[config.mk]
export PLATFORM = sky130hd
export DESIGN_NAME = adder_result_capture
export DESIGN_NICKNAME = d
export VERILOG_FILES = /design/src/rtl/adder_result_capture.sv
export SDC_FILE = /design/constraint.sdc
export NUM_CORES = 1
export LEC_CHECK = 0
export BUFFER_PORTS_ARGS = -buffer_cell sky130_fd_sc_hd__buf_2
export CAP_MARGIN = 20
export CORE_AREA = 5 5 84 94
export CTS_CLUSTER_DIAMETER = 60
export CTS_CLUSTER_SIZE = 40
export DETAILED_ROUTE_END_ITERATION = 7
export DIE_AREA = 0 0 89 99
export PLACE_DENSITY = 0.65
export SLEW_MARGIN = 25
export SYNTH_ARGS = -nofsm -noshare
export SYNTH_HDL_FRONTEND = slang
export SYNTH_SLANG_ARGS = --single-unit
[constraint.sdc]
create_clock -name i_clk -period 2.4 [get_ports i_clk]
set_input_delay 0.48 -clock i_clk [delete_from_list [all_inputs] [get_ports i_clk]]
set_output_delay 0.48 -clock i_clk [all_outputs]
set_load 0.02 [all_outputs]
[src/rtl/adder_result_capture.sv]
// Capture sink for the adder/subtractor vector stream. It checks each beat
// against an internal golden add/subtract and logs the beat into a readable buffer.
module adder_result_capture #(
  parameter  int WIDTH  = 1,
  parameter  int DEPTH  = 8,
  parameter  int ADDR_W = 3,
  localparam int REC_W  = 3*WIDTH+2
) (
  input  logic              i_clk,
  input  logic              i_rst,
  input  logic              i_start,
  input  logic              i_mode,
  input  logic [ADDR_W:0]   i_num_vectors,
  input  logic              i_in_valid,
  output logic              o_in_ready,
  input  logic [WIDTH-1:0]  i_a,
  input  logic [WIDTH-1:0]  i_b,
  input  logic              i_cin,
  input  logic [WIDTH-1:0]  i_x,
  input  logic              i_y,
  output logic              o_busy,
  output logic              o_done,
  output logic [ADDR_W:0]   o_vec_count,
  output logic [ADDR_W:0]   o_err_count,
  output logic [ADDR_W-1:0] o_first_err,
  output logic              o_err_flag,
  input  logic [ADDR_W-1:0] i_rd_addr,
  output logic [REC_W-1:0]  o_rd_data
);

  typedef enum logic [1:0] {IDLE, CAPTURE, DONE} state_t;

  localparam logic [ADDR_W:0] LP_DEPTH = (ADDR_W+1)'(DEPTH);

  state_t              r_state;
  logic                r_mode;
  logic [ADDR_W:0]     r_limit;
  logic [ADDR_W:0]     r_vec_count;
  logic [ADDR_W:0]     r_err_count;
  logic [ADDR_W-1:0]   r_first_err;
  logic                r_err_flag;
  logic [REC_W-1:0]    r_mem [DEPTH];
  logic [REC_W-1:0]    r_rd_data;

  logic [WIDTH:0]      w_add;
  logic [WIDTH-1:0]    w_sub;
  logic [WIDTH:0]      w_b_cin;
  logic [WIDTH-1:0]    w_x_exp;
  logic                w_y_exp;
  logic                w_mismatch;
  logic                w_accept;
  logic [ADDR_W:0]     w_limit_clip;
  logic [ADDR_W:0]     w_vec_next;
  logic [ADDR_W-1:0]   w_wr_addr;
  logic [REC_W-1:0]    w_record;

  // Golden model: subtract borrow-out is a < b + cin in WIDTH+1 bits.
  assign w_add      = {1'b0, i_a} + {1'b0, i_b} + (WIDTH+1)'(i_cin);
  assign w_sub      = i_a - i_b - WIDTH'(i_cin);
  assign w_b_cin    = {1'b0, i_b} + (WIDTH+1)'(i_cin);
  assign w_x_exp    = r_mode ? w_sub : w_add[WIDTH-1:0];
  assign w_y_exp    = r_mode ? ({1'b0, i_a} < w_b_cin) : w_add[WIDTH];
  assign w_mismatch = (i_x != w_x_exp) || (i_y != w_y_exp);

  assign w_accept     = i_in_valid && (r_state == CAPTURE);
  assign w_limit_clip = (i_num_vectors > LP_DEPTH) ? LP_DEPTH : i_num_vectors;
  assign w_vec_next   = r_vec_count + (ADDR_W+1)'(1);
  assign w_wr_addr    = r_vec_count[ADDR_W-1:0];
  assign w_record     = {i_a, i_b, i_cin, i_x, i_y};

  always_ff @(posedge i_clk) begin
    if (i_rst) begin
      r_state     <= IDLE;
      r_mode      <= 1'b0;
      r_limit     <= '0;
      r_vec_count <= '0;
      r_err_count <= '0;
      r_first_err <= '0;
      r_err_flag  <= 1'b0;
    end else begin
      case (r_state)
        IDLE, DONE: begin
          if (i_start) begin
            r_mode      <= i_mode;
            r_limit     <= w_limit_clip;
            r_vec_count <= '0;
            r_err_count <= '0;
            r_first_err <= '0;
            r_err_flag  <= 1'b0;
            r_state     <= (w_limit_clip == '0) ? DONE : CAPTURE;
          end
        end
        CAPTURE: begin
          if (w_accept) begin
            r_vec_count <= w_vec_next;
            if (w_mismatch) begin
              if (r_err_count != '1) r_err_count <= r_err_count + (ADDR_W+1)'(1);
              if (!r_err_flag) begin
                r_err_flag  <= 1'b1;
                r_first_err <= w_wr_addr;
              end
            end
            if (w_vec_next == r_limit) r_state <= DONE;
          end
        end
        default: r_state <= IDLE;
      endcase
    end
  end

  // Record buffer is never cleared; only accepted beats overwrite it.
  always_ff @(posedge i_clk) begin
    if (w_accept) r_mem[w_wr_addr] <= w_record;
  end

  always_ff @(posedge i_clk) begin
    if (i_rst) r_rd_data <= '0;
    else       r_rd_data <= r_mem[i_rd_addr];
  end

  assign o_in_ready  = (r_state == CAPTURE);
  assign o_busy      = (r_state == CAPTURE);
  assign o_done      = (r_state == DONE);
  assign o_vec_count = r_vec_count;
  assign o_err_count = r_err_count;
  assign o_first_err = r_first_err;
  assign o_err_flag  = r_err_flag;
  assign o_rd_data   = r_rd_data;

endmodule
==> results of run 1 <==
## sequential cells by signal, summed over array words and instances (netlist names)
register,cells
o_err_count,4
o_err_flag,1
o_first_err,3
o_rd_data,5
o_vec_count,4
r_limit,4
r_mem,40
r_mode,1
r_state,2
## kinds of logic after synthesis
| kind of cell | synth area share (%) |
|---|---|
| adders and majority gates | 2.43 |
| muxes | 12.2 |
| DFF | 62.9 |
| and+or+nand+nor | 11.3 |
| AOI/OAI and AO/OA | 5.62 |
| buffers and inverters | 2.62 |
| xor gates and xnor gates | 2.95 |
## layout make-up
cell class | instances | area (um2) | area share [%]
clock buffer | 9 | 124 | 3.84
clock inverter | 7 | 101 | 3.14
inverter | 6 | 22.5 | 0.698
multi-input combinational | 122 | 921 | 28.5
sequential | 64 | 1680 | 52.1
tap | 85 | 106 | 3.30
timing repair buffer | 48 | 270 | 8.38
## synthesized netlist by cell type (all sizes together), types with 5 or more instances
cell and number:
nor2 23, dfxtp 24, edfxtp 40, buf 6
nand3 5, nor3 6, mux4 10, nand2 19
inv 6, xnor2 6, mux2i 10, a21oi 13
## through the flow
step                      power [mW]  cells  hold WS (ns)  util (%)  worst slack (ns)
final                           2.46    341         0.385      47.1             0.531
after detailed placement        1.44    325         0.451      43.8             0.154
after global routing            2.57    341         0.414      47.1             0.336
after floorplan                 1.37    202         0.444         -             0.406
after CTS                       2.49    341         0.360      47.1             0.509
after global placement          1.44    325         0.444      43.8             0.220
## per-layer routing
metal  part of all wire [%]  global-route usage (%)  vias to the layer above
met5                      0                       0                        -
met4                    1.2                    6.53                        0
met3                    4.4                    3.18                       11
met2                     49                    21.7                       33
met1                     46                    17.4                      836
li1                       -                       -                      837
## how the worst max path moves through the flow
stage                                end  depth (start not counted)
after floorplan           o_err_count[0]                          7
after global placement    o_err_count[0]                          8
after detailed placement  o_err_count[0]                          8
after CTS                    r_mem[6][0]                          4
after global routing      o_vec_count[3]                          7
final                     o_err_count[0]                          8
## worst max-delay path, cell delays in order
cell and delay [ns]:
buf_2 0.11, inv_1 0.06, fa_1 0.42, mux2i_1 0.16, xnor2_1 0.12, a31o_4 0.27
or4_1 0.39, a21oi_1 0.12
## power breakdown
group          switching, mW  internal, mW
clock                  0.447         0.595
combinational          0.131        0.0858
sequential            0.0127          1.19
total                  0.591          1.87
==> results_dict.tcl, run 1 <==
set metrics [dict create \
    status "completed" \
    criticalPathCategory "input pin to register" \
    clkTransAtPathRegs_ns 0.08 \
    wl_per_cell_um 16.0 \
    ys_seq_area_share_pct 62.9 \
    vias 1717 \
    grt_pass1_vias 1784 \
    clock.fmax_mhz 535 \
    synth_nets 223 \
    min_path_type "input pin to register" \
    fillers 615 \
    setup_viol 0 \
    synth_area_mm2 0.00267 \
    hp-start "i_mode" \
    area.growth.synth_to_final_pct 20.7 \
    grt.overflow.total 0 \
    ant_nets 0 \
    h-tree-depth 3 \
    numCtsBuffers 9 \
    synth_largest_area_cell "edfxtp_1" \
    fin_worst_skew_ns 0.00683 \
    postCtsHoldBufs 0 \
    worst-r2r-setup-slack_ns 0.55 \
    grt_pass1_wl_um 8840 \
    synth-seq-cells 64 \
    grt_usage_pct 13.7 \
    grt_max_degree 20 \
    cts_tree "done" \
    max_slew_margin_pct 63.8 \
    worst_slew_pin_slew_ns 0.541 \
    post-route-period-util_pct 77.9 \
    num_rows 32 \
    drtPass1Iterations 4 \
    die-area_mm2 0.00881 \
    antenna_found_initial 0 \
    crit_required_ns 2.67 \
    place_area_mm2 0.00300 \
    p_per_area_mw_per_mm2 762 \
    diodes 0 \
    drt_iter0_drc 61 \
    whs_endpoint "r_mode" \
    async_reset_ff_share_pct 0 \
    ys.warnings.count 0 \
    tns_ns 0 \
    stdcell_area_mm2 0.00323 \
    coreArea_mm2 0.00685 \
    avgSynthCellArea_um2 13.2 \
    r2r-end "r_mem[6][0]" \
    synth_flop_cell "edfxtp_1" \
    drcViolationCount 0 \
    ios 37 \
    layout_commonest_cell "edfxtp_1" \
    portBuffers 36 \
    viasPerCell 5.04 \
    p_leak_nw 1.22 \
    layout_common_cells "edfxtp_1 (40), buf_2 (36), dfxtp_1 (24)" \
    drive_gt1_share_pct 30.9 \
    ff2ff_path_depth 4 \
    nNetsFinal 272 \
    cts-resized-gates 0 \
    place_congestion 0.801 \
    hold_depth 3 \
    synth_edf_count 40 \
    startpoint "i_a" \
    routed_wl_um 5460 \
    drv_slew 0 \
    arrival_ns 2.14 \
    fp.dieW_um 89 \
    synth_top_area_share_pct 44.9 \
    cts_buffer_depth 2 \
    cap_viol_max_count 0 \
    cts_setup_buffers 0 \
    clk_latency_ns 0.34 \
    cts_sinks 64 \
    dpl.hpwl_um 3800 \
    grt_setup_unrepaired "false" \
    min_period_ns 1.87 \
    hold_viol_final 0 \
    syn_inst 202 \
    endpoint_kind "register" \
    die_h_um 99 \
    vdd_drop_max_mv 0.365 \
    synth.area.top_cells "edfxtp_1 (45%), dfxtp_1 (18%), mux4_2 (8.4%)" \
    synth_cell_type_count 35 \
    crit_fanout 7 \
    initial_utilization_pct 39.0 \
    crit_path_start_kind "input pin" \
    reg2reg_from "r_state[0]" \
    cts_root_buf "clkbuf_8" \
]
(Power assumes the default switching activity.)
==> run 2: changes to the inputs <==
PLACE_DENSITY = 0.67   (was 0.65)
clock period = 1.5 ns   (was 2.4 ns; I/O delays follow)
==> results_dict.tcl, run 2 (synthesis gave the netlist of run 1 again) <==
set metrics [dict create \
    worst-r2r-setup-slack_ns -0.06 \
    numCtsBuffers 9 \
    layout_common_cells "edfxtp_1 (40), buf_4 (38), buf_2 (31)" \
    routed_wl_um 5840 \
    crit_fanout 4 \
    layout_commonest_cell "edfxtp_1" \
    grt_setup_unrepaired "true" \
    grt_usage_pct 14.3 \
    h-tree-depth 3 \
    max_slew_margin_pct 71.7 \
    dpl.hpwl_um 4080 \
    die_h_um 99 \
    wl_per_cell_um 15.6 \
    p_leak_nw 1.45 \
    vdd_drop_max_mv 0.578 \
    finalCoreUtilization_pct 54.9 \
    portBuffers 36 \
    drtPass1Iterations 4 \
    worst_slew_pin_slew_ns 0.424 \
    fillers 571 \
    p_per_area_mw_per_mm2 1080 \
    cts_sinks 64 \
    vias 1867 \
    antenna_found_initial 0 \
    fin_worst_skew_ns 0.00766 \
    post-route-period-util_pct 107 \
    grt_pass1_vias 1949 \
    cp_top_family "adder cells" \
    clkTransAtPathRegs_ns 0.07 \
    largest_register_ffs 40 \
    arrival_ns 1.86 \
    diodes 0 \
    status "finished, violations left" \
    fp.dieW_um 89 \
    area.growth.synth_to_final_pct 40.7 \
    ios 37 \
    grt_max_degree 20 \
    viasPerCell 4.99 \
    path_cells "buf_8 > fa_2 > xnor2_2 > a31o_4 > or4_1 > a21oi_1" \
    die-area_mm2 0.00881 \
    fin_ws_ns -0.0985 \
    cts_tree "done" \
    crit_required_ns 1.76 \
    grt.overflow.total 0 \
    drcViolationCount 0 \
    place_congestion 0.741 \
    cts_root_buf "clkbuf_8" \
    crit_slowest_cell "fa_2" \
    min_period_ns 1.60 \
    cap_viol_max_count 0 \
    nNetsFinal 305 \
    endpoint_kind "register" \
    num_rows 32 \
    min_path_type "input pin to register" \
    worst-path-buf-inv 1 \
    cp_slowest_stage_delay_ns 0.58 \
    setup_viol 4 \
    criticalPathCategory "input pin to register" \
    drt_iter0_drc 76 \
    violations "negative setup slack" \
    ant_nets 0 \
    clock.fmax_mhz 626 \
    drv_slew 0 \
    coreArea_mm2 0.00685 \
    tns_ns -0.155 \
    crit_path_start_kind "input pin" \
    initial_utilization_pct 39.0 \
    hold_viol_final 0 \
    drive_gt1_share_pct 49.8 \
    clk_latency_ns 0.34 \
    max_flop_register "r_mem" \
    cts_buffer_depth 2 \
    grt_pass1_wl_um 9360 \
]
==> run 2: worst reg2reg max path, stage by stage, from the launching register on <==
cell and delay (ns):
dfxtp_2 0.36, mux2i_4 0.25, xnor2_2 0.11, a31o_4 0.25, or4_1 0.39, a21oi_1 0.12
==> run 2: routing by layer <==
| metal | vias up | routed length, um | global-route usage [%] |
|---|---|---|---|
| li1 | 909 | - | - |
| met1 | 901 | 2480 | 18.2 |
| met2 | 50 | 3000 | 23.5 |
| met3 | 7 | 321 | 3.76 |
| met4 | 0 | 36 | 4.35 |
| met5 | - | 0 | 0 |
==> run 2: final cells by class <==
type	instances	area [um2]	share of cell area, %
Tap cell	85	106	2.83
Multi-Input combinational cell	122	1100	29.2
Clock buffer	9	124	3.29
Timing Repair Buffer	81	604	16.1
Inverter	6	40.0	1.06
Sequential cell	64	1690	45.0
Clock inverter	7	95.1	2.53
==> run 2: through the flow <==
stage	worst slack [ns]	hold slack (ns)	cells	total power [mW]	area [um2]
final	-0.0985	0.202	374	4.07	3760
after global routing	-0.161	0.195	374	4.26	3760
after CTS	-0.0859	0.194	368	4.05	3570
after detailed placement	-0.531	0.449	348	2.39	3260
after global placement	-0.502	0.451	348	2.38	3260
after floorplan	-0.287	0.399	202	2.21	2740
==> run 2: path summary, 6_finish.rpt <==
kind                  start              to  cells past startpoint
min reg2reg  o_first_err[1]  o_first_err[1]                      2
max reg2reg          r_mode  o_err_count[0]                      5
min                  i_mode          r_mode                      3
max                     i_a  o_err_count[0]                      6
==> run 2: what timing repair did <==
| item | in CTS | in global routing |
|---|---|---|
| resized for setup | 18 | 30 |
| setup endpoints to repair | 11 | 29 |
| buffers inserted | 4 | 6 |
| pin swaps | 7 | 13 |
| hold buffers | 0 | 0 |
==> run 2: power by group <==
group / total, mW / leakage [nW] / internal [mW] / switching [mW]
Sequential: 1.92 / 0.559 / 1.90 / 0.0191
Combinational: 0.542 / 0.778 / 0.267 / 0.275
Clock: 1.61 / 0.110 / 0.937 / 0.668
Total: 4.07 / 1.45 / 3.11 / 0.962
